**src/rtl/spi_cmd_registers.sv**
```systemverilog
// Write-side command registers for the SpeedSPI engine: latches address, count and opcode
// from Avalon writes, issues the command over valid/ready and stays busy until completion.
module spi_cmd_registers #(
  parameter int unsigned OFFSET  = 1,
  parameter int unsigned TO_W    = 24,
  parameter int unsigned TIMEOUT = 1000000
) (
  input  logic        clk,
  input  logic        rst,
  input  logic        avs_s0_write,
  input  logic [15:0] avs_s0_address,
  input  logic [31:0] avs_s0_writedata,
  output logic        cmd_valid,
  input  logic        cmd_ready,
  output logic [1:0]  cmd_op,
  output logic [31:0] cmd_addr,
  output logic [15:0] cmd_count,
  input  logic        success,
  input  logic [1:0]  error,
  output logic        busy,
  output logic        reject,
  output logic        timeout
);

  typedef enum logic [1:0] {ST_IDLE, ST_ISSUE, ST_WAIT} state_t;

  localparam logic [15:0]     REG_ADDR   = 16'(OFFSET + 2);
  localparam logic [15:0]     REG_COUNT  = 16'(OFFSET + 3);
  localparam logic [15:0]     REG_CTRL   = 16'(OFFSET + 4);
  localparam logic [TO_W-1:0] TIMER_LAST = TO_W'(TIMEOUT - 1);

  state_t            state_q, state_d;
  logic [TO_W-1:0]   timer_q, timer_d;
  logic              cmd_valid_q, cmd_valid_d;
  logic [1:0]        cmd_op_q, cmd_op_d;
  logic [31:0]       cmd_addr_q, cmd_addr_d;
  logic [15:0]       cmd_count_q, cmd_count_d;
  logic              busy_q, busy_d;
  logic              reject_q, reject_d;
  logic              timeout_q, timeout_d;
  logic              idle;
  logic              op_valid;

  // Non-fatal engine errors are recorded by the status block, not here.
  wire error_nonfatal_unused = error[0];

  assign idle     = (state_q == ST_IDLE);
  assign op_valid = (avs_s0_writedata[1:0] == 2'b01) || (avs_s0_writedata[1:0] == 2'b10);

  always_comb begin
    state_d     = state_q;
    timer_d     = timer_q;
    cmd_valid_d = cmd_valid_q;
    cmd_op_d    = cmd_op_q;
    cmd_addr_d  = cmd_addr_q;
    cmd_count_d = cmd_count_q;
    reject_d    = reject_q;
    timeout_d   = timeout_q;

    if (avs_s0_write) begin
      if (avs_s0_address == REG_ADDR) begin
        if (idle) cmd_addr_d = avs_s0_writedata;
        else      reject_d   = 1'b1;
      end else if (avs_s0_address == REG_COUNT) begin
        if (idle) cmd_count_d = avs_s0_writedata[15:0];
        else      reject_d    = 1'b1;
      end else if (avs_s0_address == REG_CTRL) begin
        if (avs_s0_writedata[31]) reject_d = 1'b0;
        if (!idle) begin
          // While busy only a reject-clear is honoured; anything else is refused.
          if (!avs_s0_writedata[31]) reject_d = 1'b1;
        end else if (op_valid) begin
          if (cmd_count_q == 16'd0) begin
            reject_d = 1'b1;
          end else begin
            cmd_op_d    = avs_s0_writedata[1:0];
            state_d     = ST_ISSUE;
            cmd_valid_d = 1'b1;
            timeout_d   = 1'b0;
          end
        end else if (!(avs_s0_writedata[31] && avs_s0_writedata[1:0] == 2'b00)) begin
          // A bare clear (opcode 00 with bit 31) is not treated as a bad opcode.
          reject_d = 1'b1;
        end
      end
    end

    case (state_q)
      ST_ISSUE: begin
        if (cmd_ready) begin
          state_d     = ST_WAIT;
          cmd_valid_d = 1'b0;
          timer_d     = '0;
        end
      end
      ST_WAIT: begin
        if (success || error[1]) begin
          state_d = ST_IDLE;
        end else if (timer_q == TIMER_LAST) begin
          state_d   = ST_IDLE;
          timeout_d = 1'b1;
        end else begin
          timer_d = timer_q + 1'b1;
        end
      end
      default: ;
    endcase

    busy_d = (state_d != ST_IDLE);
  end

  always_ff @(posedge clk) begin
    if (rst) begin
      state_q     <= ST_IDLE;
      timer_q     <= '0;
      cmd_valid_q <= 1'b0;
      cmd_op_q    <= 2'b00;
      cmd_addr_q  <= 32'd0;
      cmd_count_q <= 16'd0;
      busy_q      <= 1'b0;
      reject_q    <= 1'b0;
      timeout_q   <= 1'b0;
    end else begin
      state_q     <= state_d;
      timer_q     <= timer_d;
      cmd_valid_q <= cmd_valid_d;
      cmd_op_q    <= cmd_op_d;
      cmd_addr_q  <= cmd_addr_d;
      cmd_count_q <= cmd_count_d;
      busy_q      <= busy_d;
      reject_q    <= reject_d;
      timeout_q   <= timeout_d;
    end
  end

  assign cmd_valid = cmd_valid_q;
  assign cmd_op    = cmd_op_q;
  assign cmd_addr  = cmd_addr_q;
  assign cmd_count = cmd_count_q;
  assign busy      = busy_q;
  assign reject    = reject_q;
  assign timeout   = timeout_q;

endmodule
```
**config.mk**
```make
export PLATFORM = sky130hd
export DESIGN_NAME = spi_cmd_registers
export DESIGN_NICKNAME = d
export VERILOG_FILES = /design/src/rtl/spi_cmd_registers.sv
export SDC_FILE = /design/constraint.sdc
export NUM_CORES = 1
export LEC_CHECK = 0
export ABC_AREA = 1
export ABC_CLOCK_PERIOD_IN_PS = 2800
export BUFFER_PORTS_ARGS = -buffer_cell sky130_fd_sc_hd__buf_2
export CAP_MARGIN = 0
export CORE_UTILIZATION = 57
export DETAILED_ROUTE_END_ITERATION = 16
export GPL_TIMING_DRIVEN = 0
export PLACE_DENSITY = 0.86
export SYNTH_ARGS = -nofsm -noshare
export SYNTH_HDL_FRONTEND = slang
export SYNTH_SLANG_ARGS = --single-unit
```
**constraint.sdc**
```tcl
create_clock -name clk -period 2.8 [get_ports clk]
set_clock_uncertainty 0.1 [all_clocks]
set_input_delay 0.14 -clock clk [delete_from_list [all_inputs] [get_ports clk]]
set_output_delay 0.14 -clock clk [all_outputs]
set_load 0.02 [all_outputs]
```
==> flow_summary_export.csv, run 1 <==
group,metric,value,unit
outcome,status,"completed",
cts,post_cts_resized,0,
routing,dr.pass1.iters,7,
cts,clkTransAtPathRegs,90,ps
worst_setup_path,arrival,2360,ps
routing,wl_per_cell,15.1,um
final_layout,layout.nets,841,
final_layout,drive_above_1_share,0.193,
power_and_ir_drop,irDropWorstVdd,0.365,mV
global_routing,grt_usage,0.368,
floorplan,die_x,86.6,um
logic_synthesis,yosys.area_share.simple,0.369,
timing,rsz0062_at_grt,"no",
job,maxCapViolations,0,
logic_synthesis,synth-compound-area-share,0.113,
min_path,hold_path.class,"input port to register",
cts,cts_tree,"done",
worst_setup_path,crit_chain,"ha_1, nand3_2, nor2_4, and2_4, nand3_4, nand2_4, buf_6, nor2_1, nor2_1, nor2_1",
final_layout,antenna_cells,0,
global_routing,grt_pass1_wl,21300,um
logic_synthesis,synth_area_per_cell,6.46,um^2
floorplan,die_y,86.6,um
logic_synthesis,synthMuxAreaShare,0,
worst_setup_path,worstSetupStartpointType,"register",
timing,finalCritPeriodShare,0.796,
worst_setup_path,worst-setup-path-type,"register to register",
routing,drt_iter0_drc,325,
logic_synthesis,synth-seq-cells,80,
cts,clockRootBuffer,"clkbuf_8",
power_and_ir_drop,p_leak,2.45,nW
logic_synthesis,synth_fa_ha_area_frac,0.0153,
final_layout,instances_no_fill,882,
timing,finalSetupTns,0,ps
floorplan,die_area,7500,um^2
placement,dp_slack,606,ps
routing,routed_wl,13300,um
worst_setup_path,critPathBufInv,1,
timing,setup_viol,0,
worst_setup_path,critPathMostFrequentCell,"nor2_1",
logic_synthesis,ys_seq_area_frac,0.392,
routing,vias,4854,
power_and_ir_drop,power.density,437,nW/um^2
timing,min_period,2230,ps
logic_synthesis,synth_cell_type_count,32,
routing,drc_errors,0,
logic_synthesis,syn_area,4080,um^2
floorplan,initial_utilization,0.594,
timing,maxSlewViolCount,0,
logic_synthesis,yosys_warnings,0,
routing,viasPerCell,5.50,
worst_setup_path,crit_fanout,10,
floorplan,rows,30,
timing,max_slew_margin,0.562,
placement,place_hpwl,8270,um
timing,timing.final.ws_setup,570,ps
worst_setup_path,worst_setup_path_end_kind,"register",
floorplan,io_pins,109,
placement,gp_congestion,0.961,
timing,max_freq,0.449,GHz
logic_synthesis,synthXorXnorAreaFrac,0.0193,
final_layout,syn2layout_area_growth,29.4,%
floorplan,core_area,6870,um^2
global_routing,antenna_found_initial,0,
worst_setup_path,crit_family,"simple AND/OR/NAND/NOR gates",
cts,clock-sinks,80,
cts,numCtsBuffers,9,
placement,dp.cells,835,
global_routing,grt_pass1_vias,4693,
timing,worst_pin_slew,652,ps
worst_setup_path,slowest_delay,520,ps
global_routing,grt_overflow_total,0,
global_routing,grt_max_degree,16,
cts,h-tree-depth,3,
placement,io_buffers,107,
logic_synthesis,synth_top_family_by_area,"simple AND/OR/NAND/NOR gates",
timing,timing_hold_violations_final,0,
routing,ant_nets,0,
worst_setup_path,required,2930,ps
cts,clk_path_buf_depth,2,
final_layout,final_cell_mix,"150 x nand2_1, 150 x nor2_1, 114 x buf_2",
logic_synthesis,synth_nets,692,
logic_synthesis,synthCells,632,
cts,clock_latency,380,ps
worst_setup_path,critical_path.slowest_cell,"dfxtp_1",
==> path summary, 6_finish.rpt <==
kind	depth (start not counted)	slack [ps]	startpoint	to
worst max register to register	10	570	timer_q[0]	timer_q[17]
worst min-delay path	4	10	cmd_ready	cmd_valid
worst max-delay path	10	570	timer_q[0]	timer_q[17]
worst min register to register	2	390	timeout	timeout
==> flip-flops by register name, indices dropped and copies added, names as in the netlist <==
register	cells
state_q	2
reject	1
timer_q	24
cmd_valid	1
busy	1
cmd_count	16
cmd_addr	32
timeout	1
cmd_op	2
==> report_power, final <==
group | leakage (nW) | total, W | switching (W) | internal, W
registers | 0.644 | 0.00114 | 0.00000000778 | 0.00114
logic | 1.69 | 0.000136 | 0.0000679 | 0.0000684
clock network | 0.119 | 0.00104 | 0.000495 | 0.000541
==> synthesized netlist by cell type <==
library cell | n | share of area
a21oi_1 | 41 | 0.050
a21oi_2 | 2 | 0.0043
and2_1 | 1 | 0.0015
and2_4 | 1 | 0.0021
buf_1 | 1 | 0.00092
buf_2 | 7 | 0.0086
buf_4 | 1 | 0.0018
buf_6 | 4 | 0.011
clkbuf_1 | 11 | 0.010
dfxtp_1 | 80 | 0.39
ha_1 | 5 | 0.015
inv_1 | 62 | 0.057
inv_2 | 1 | 0.00092
nand2_1 | 150 | 0.14
nand2_4 | 1 | 0.0028
nand3_1 | 26 | 0.032
nand3_2 | 3 | 0.0074
nand3_4 | 1 | 0.0043
nand4_1 | 5 | 0.0077
nor2_1 | 150 | 0.14
nor2_2 | 4 | 0.0061
nor2_4 | 2 | 0.0055
nor3_1 | 17 | 0.021
nor3b_2 | 1 | 0.0031
o211ai_1 | 1 | 0.0018
o21ai_0 | 39 | 0.048
o21ai_1 | 3 | 0.0037
o21ai_2 | 1 | 0.0021
o21bai_1 | 1 | 0.0018
o22ai_1 | 1 | 0.0015
xnor2_1 | 1 | 0.0021
xor2_1 | 8 | 0.017
==> through the flow <==
stage / hold slack, ps / cell area (um^2) / total power (W) / util
floorplan: 178 / 4080 / 0.00120 / -
global placement: 270 / 4740 / 0.00125 / 0.690
detailed placement: 280 / 4740 / 0.00126 / 0.690
CTS: 4.79 / 5280 / 0.00229 / 0.769
global route: 32.5 / 5280 / 0.00236 / 0.769
finish: 9.67 / 5280 / 0.00231 / 0.769
==> worst register-to-register path: stages (launching register included) <==
cell and delay (ps):
dfxtp_1 520, ha_1 390, nand3_2 180, nor2_4 190, and2_4 190, nand3_4 100
nand2_4 90, buf_6 150, nor2_1 60, nor2_1 90, nor2_1 50
==> area by class of cell <==
class | instances | area [um^2]
buffer | 24 | 133
clock buffer | 10 | 138
sequential | 80 | 1600
tap | 96 | 120
clock inverter | 6 | 97.6
multi-input combinational | 465 | 2110
timing repair buffer | 138 | 846
inverter | 63 | 236
fill | 501 | 1590
==> layer usage <==
metal / GRT usage / vias up / wire (um)
met4: 0.236 / 0 / 649
met5: 0 / - / 0
met3: 0.109 / 69 / 1260
met1: 0.387 / 2201 / 4800
li1: - / 2279 / -
met2: 0.644 / 305 / 6630
==> kinds of logic after synthesis <==
kind of cell / after synthesis
AND/OR/NAND/NOR: 362
AO/OA/AOI/OAI: 89
buffers and inverters: 87
flip-flops: 80
XOR/XNOR: 9
adder cells (fa/ha/maj): 5
==> timing repair <==
item                                   4_1_cts  5_1_grt
hold buffers                                31        0
buffers inserted                             0        0
endpoints found under the hold margin       40        0
Power figures use the tool's default switching activity.
==> inputs of run 2 (changes only) <==
==> config.mk (replaced) <==
export PLATFORM = sky130hd
export DESIGN_NAME = spi_cmd_registers
export DESIGN_NICKNAME = d
export VERILOG_FILES = /design/src/rtl/spi_cmd_registers.sv
export SDC_FILE = /design/constraint.sdc
export NUM_CORES = 1
export LEC_CHECK = 0
export ABC_AREA = 0
export ABC_CLOCK_PERIOD_IN_PS = 2000
export BUFFER_PORTS_ARGS = -buffer_cell sky130_fd_sc_hd__buf_2
export CAP_MARGIN = 0
export CORE_UTILIZATION = 46
export DETAILED_ROUTE_END_ITERATION = 16
export GPL_TIMING_DRIVEN = 0
export PLACE_DENSITY = 0.76
export SYNTH_ARGS = -nofsm -noshare
export SYNTH_HDL_FRONTEND = slang
export SYNTH_SLANG_ARGS = --single-unit
==> constraint.sdc (replaced) <==
create_clock -name clk -period 2 [get_ports clk]
set_clock_uncertainty 0.1 [all_clocks]
set_input_delay 0.1 -clock clk [delete_from_list [all_inputs] [get_ports clk]]
set_output_delay 0.1 -clock clk [all_outputs]
set_load 0.02 [all_outputs]
==> flow_summary_export.csv, run 2 <==
group,metric,value,unit
outcome,status,"completed",
cts,cts_tree,"done",
placement,gp_congestion,0.824,
final_layout,layout_commonest_cell,"buf_2",
cts,h-tree-depth,3,
job,maxCapViolations,0,
worst_setup_path,required,2200,ps
cts,clockRootBuffer,"clkbuf_8",
timing,max_freq,0.508,GHz
logic_synthesis,synthArstFlopShare,0,
routing,drt_iter0_drc,157,
logic_synthesis,syn_area,3450,um^2
floorplan,initial_utilization,0.475,
worst_setup_path,crit_fanout,5,
worst_setup_path,r2r_slack,30,ps
timing,worst_pin_slew,540,ps
worst_setup_path,timing.rr.start,"state_q[1]",
logic_synthesis,yosys_warnings,0,
routing,dr.pass1.iters,5,
power_and_ir_drop,p_leak,2.01,nW
routing,routed_wl,9960,um
final_layout,drive_above_1_share,0.315,
cts,clkTransAtPathRegs,90,ps
global_routing,grt_pass1_vias,3387,
power_and_ir_drop,power.density,587,nW/um^2
final_layout,layout.nets,639,
worst_setup_path,critical_path.slowest_cell,"or3_4",
logic_synthesis,synth_edf_count,0,
power_and_ir_drop,irDropWorstVdd,0.388,mV
worst_setup_path,crit_chain,"inv_4, ha_4, nor3b_4, nand4_4, or3_4, a221oi_4, or2_1",
worst_setup_path,worstSetupStartpointType,"register",
logic_synthesis,synth_cell_type_count,49,
logic_synthesis,synth.top_cell.area_share,0.464,
logic_synthesis,ys_seq_area_frac,0.464,
logic_synthesis,synth_area_per_cell,8.27,um^2
routing,ant_nets,0,
cts,clock_latency,350,ps
timing,min_period,1970,ps
worst_setup_path,worst_setup_path_end_kind,"register",
timing,rsz0062_at_grt,"yes",
final_layout,syn2layout_area_growth,42.1,%
final_layout,antenna_cells,0,
placement,dpl_cell_area,4110,um^2
routing,drc_errors,0,
worst_setup_path,r2r_end,"busy",
final_layout,final_cell_mix,"109 x buf_2, 104 x nand2_1, 78 x dfxtp_1",
min_path,hold_path.class,"input port to register",
global_routing,grt_pass1_wl,15300,um
floorplan,io_pins,109,
min_path,holdPathStages,4,
floorplan,die_x,88.6,um
floorplan,core_area,7250,um^2
logic_synthesis,synth.largest_area_cell,"dfxtp_1",
timing,timing_hold_violations_final,0,
placement,place_hpwl,6670,um
power_and_ir_drop,total_power,0.00288,W
min_path,hp-start,"avs_s0_address[2]",
routing,wl_per_cell,14.6,um
routing,viasPerCell,5.30,
worst_setup_path,worst-setup-path-type,"register to register",
global_routing,grt_max_degree,16,
global_routing,antenna_found_initial,0,
logic_synthesis,synth_common_cells,"104 x nand2_1, 80 x dfxtp_1, 59 x a21oi_1",
final_layout,fin_area,4900,um^2
worst_setup_path,slowest_delay,440,ps
timing,finalCritPeriodShare,0.984,
worst_setup_path,critPathBufInv,1,
logic_synthesis,synth.most_common_cell,"nand2_1",
logic_synthesis,synth-seq-cells,80,
floorplan,rows,31,
floorplan,die_area,7850,um^2
placement,io_buffers,107,
final_layout,largest_reg_flops,32,
cts,clk_path_buf_depth,2,
global_routing,grt_usage,0.254,
worst_setup_path,arrival,2170,ps
logic_synthesis,synth_nets,477,
min_path,whs_endpoint,"reject",
timing,setup_viol,0,
timing,max_slew_margin,0.640,
timing,maxSlewViolCount,0,
floorplan,die_y,88.6,um
routing,vias,3622,
logic_synthesis,synthCells,417,
worst_setup_path,crit_family,"simple AND/OR/NAND/NOR gates",
cts,clock-sinks,80,
logic_synthesis,ys.flop_type,"dfxtp_1",
worst_setup_path,r2r_cells,7,
cts,numCtsBuffers,9,
global_routing,grt_overflow_total,0,
logic_synthesis,synth_area_leaders,"dfxtp_1 46%, nand2_1 11%, a21oi_1 8.6%, xor2_1 3.3%, nor2_1 2.5%",
run 2: layer usage:
metal	GRT usage	vias up	routed length, um
li1	-	1755	-
met1	0.304	1699	3990
met2	0.426	145	5020
met3	0.0672	23	680
met4	0.119	0	276
met5	0	-	0
run 2: timing repair:
action	CTS	global route
pin swaps	6	9
hold endpoints to repair	55	0
gates cloned	0	0
setup endpoints to repair	72	38
setup buffers	6	8
resized for setup	27	22
hold buffers	34	0
run 2: worst max-delay path by stage:
stage,startpoint,to,slack (ps),depth (start not counted)
after floorplan,state_q[0],cmd_addr[10],60,9
after global placement,state_q[0],cmd_addr[22],-230,9
after detailed placement,state_q[0],cmd_addr[22],-300,9
after CTS,timer_q[0],timer_q[16],2,6
after global routing,state_q[1],busy,-40,7
final,state_q[1],busy,30,7
run 2: power by group:
part / internal, W / leakage, nW / switching, W
clock: 0.000461 / 0.0820 / 0.000644
sequential: 0.00159 / 0.645 / 0.00000000493
combinational: 0.0000967 / 1.29 / 0.0000847
total: 0.00215 / 2.01 / 0.000728
run 2: cell type report:
cell class	instances	area, um^2
fillers	572	2350
multi-input cells	306	1860
flip-flops and latches	80	1610
repair buffers	155	981
clock buffers	9	124
well taps	99	124
plain buffers	17	109
clock inverters	7	57.6
inverters	10	42.5
run 2: stage by stage:
| step | hold WS, ps | setup slack [ps] | util | std cells | TNS (ps) |
|---|---|---|---|---|---|
| floorplan | 69.9 | 61.7 | - | 417 | 0 |
| global placement | 228 | -226 | 0.566 | 623 | -10070 |
| detailed placement | 232 | -301 | 0.566 | 623 | -13380 |
| CTS | 85.2 | 2.33 | 0.657 | 677 | 0 |
| global route | 111 | -43.2 | 0.676 | 683 | -187 |
| finish | 87.2 | 32.8 | 0.676 | 683 | 0 |
run 2: tightest hold or removal path, cell delays in order:
cell and delay, ps:
buf_2 110, nand2b_1 90, a21o_1 120, a221oi_1 70
run 2: logic make-up after synthesis:
group | count (synthesis) | share of synthesized area
buffers and inverters | 31 | 0.0381
AND/OR/NAND/NOR | 203 | 0.304
AO/OA/AOI/OAI | 83 | 0.136
XOR/XNOR | 13 | 0.0330
multiplexers | 2 | 0.00581
adder cells (fa/ha/maj) | 5 | 0.0181
flip-flops | 80 | 0.464
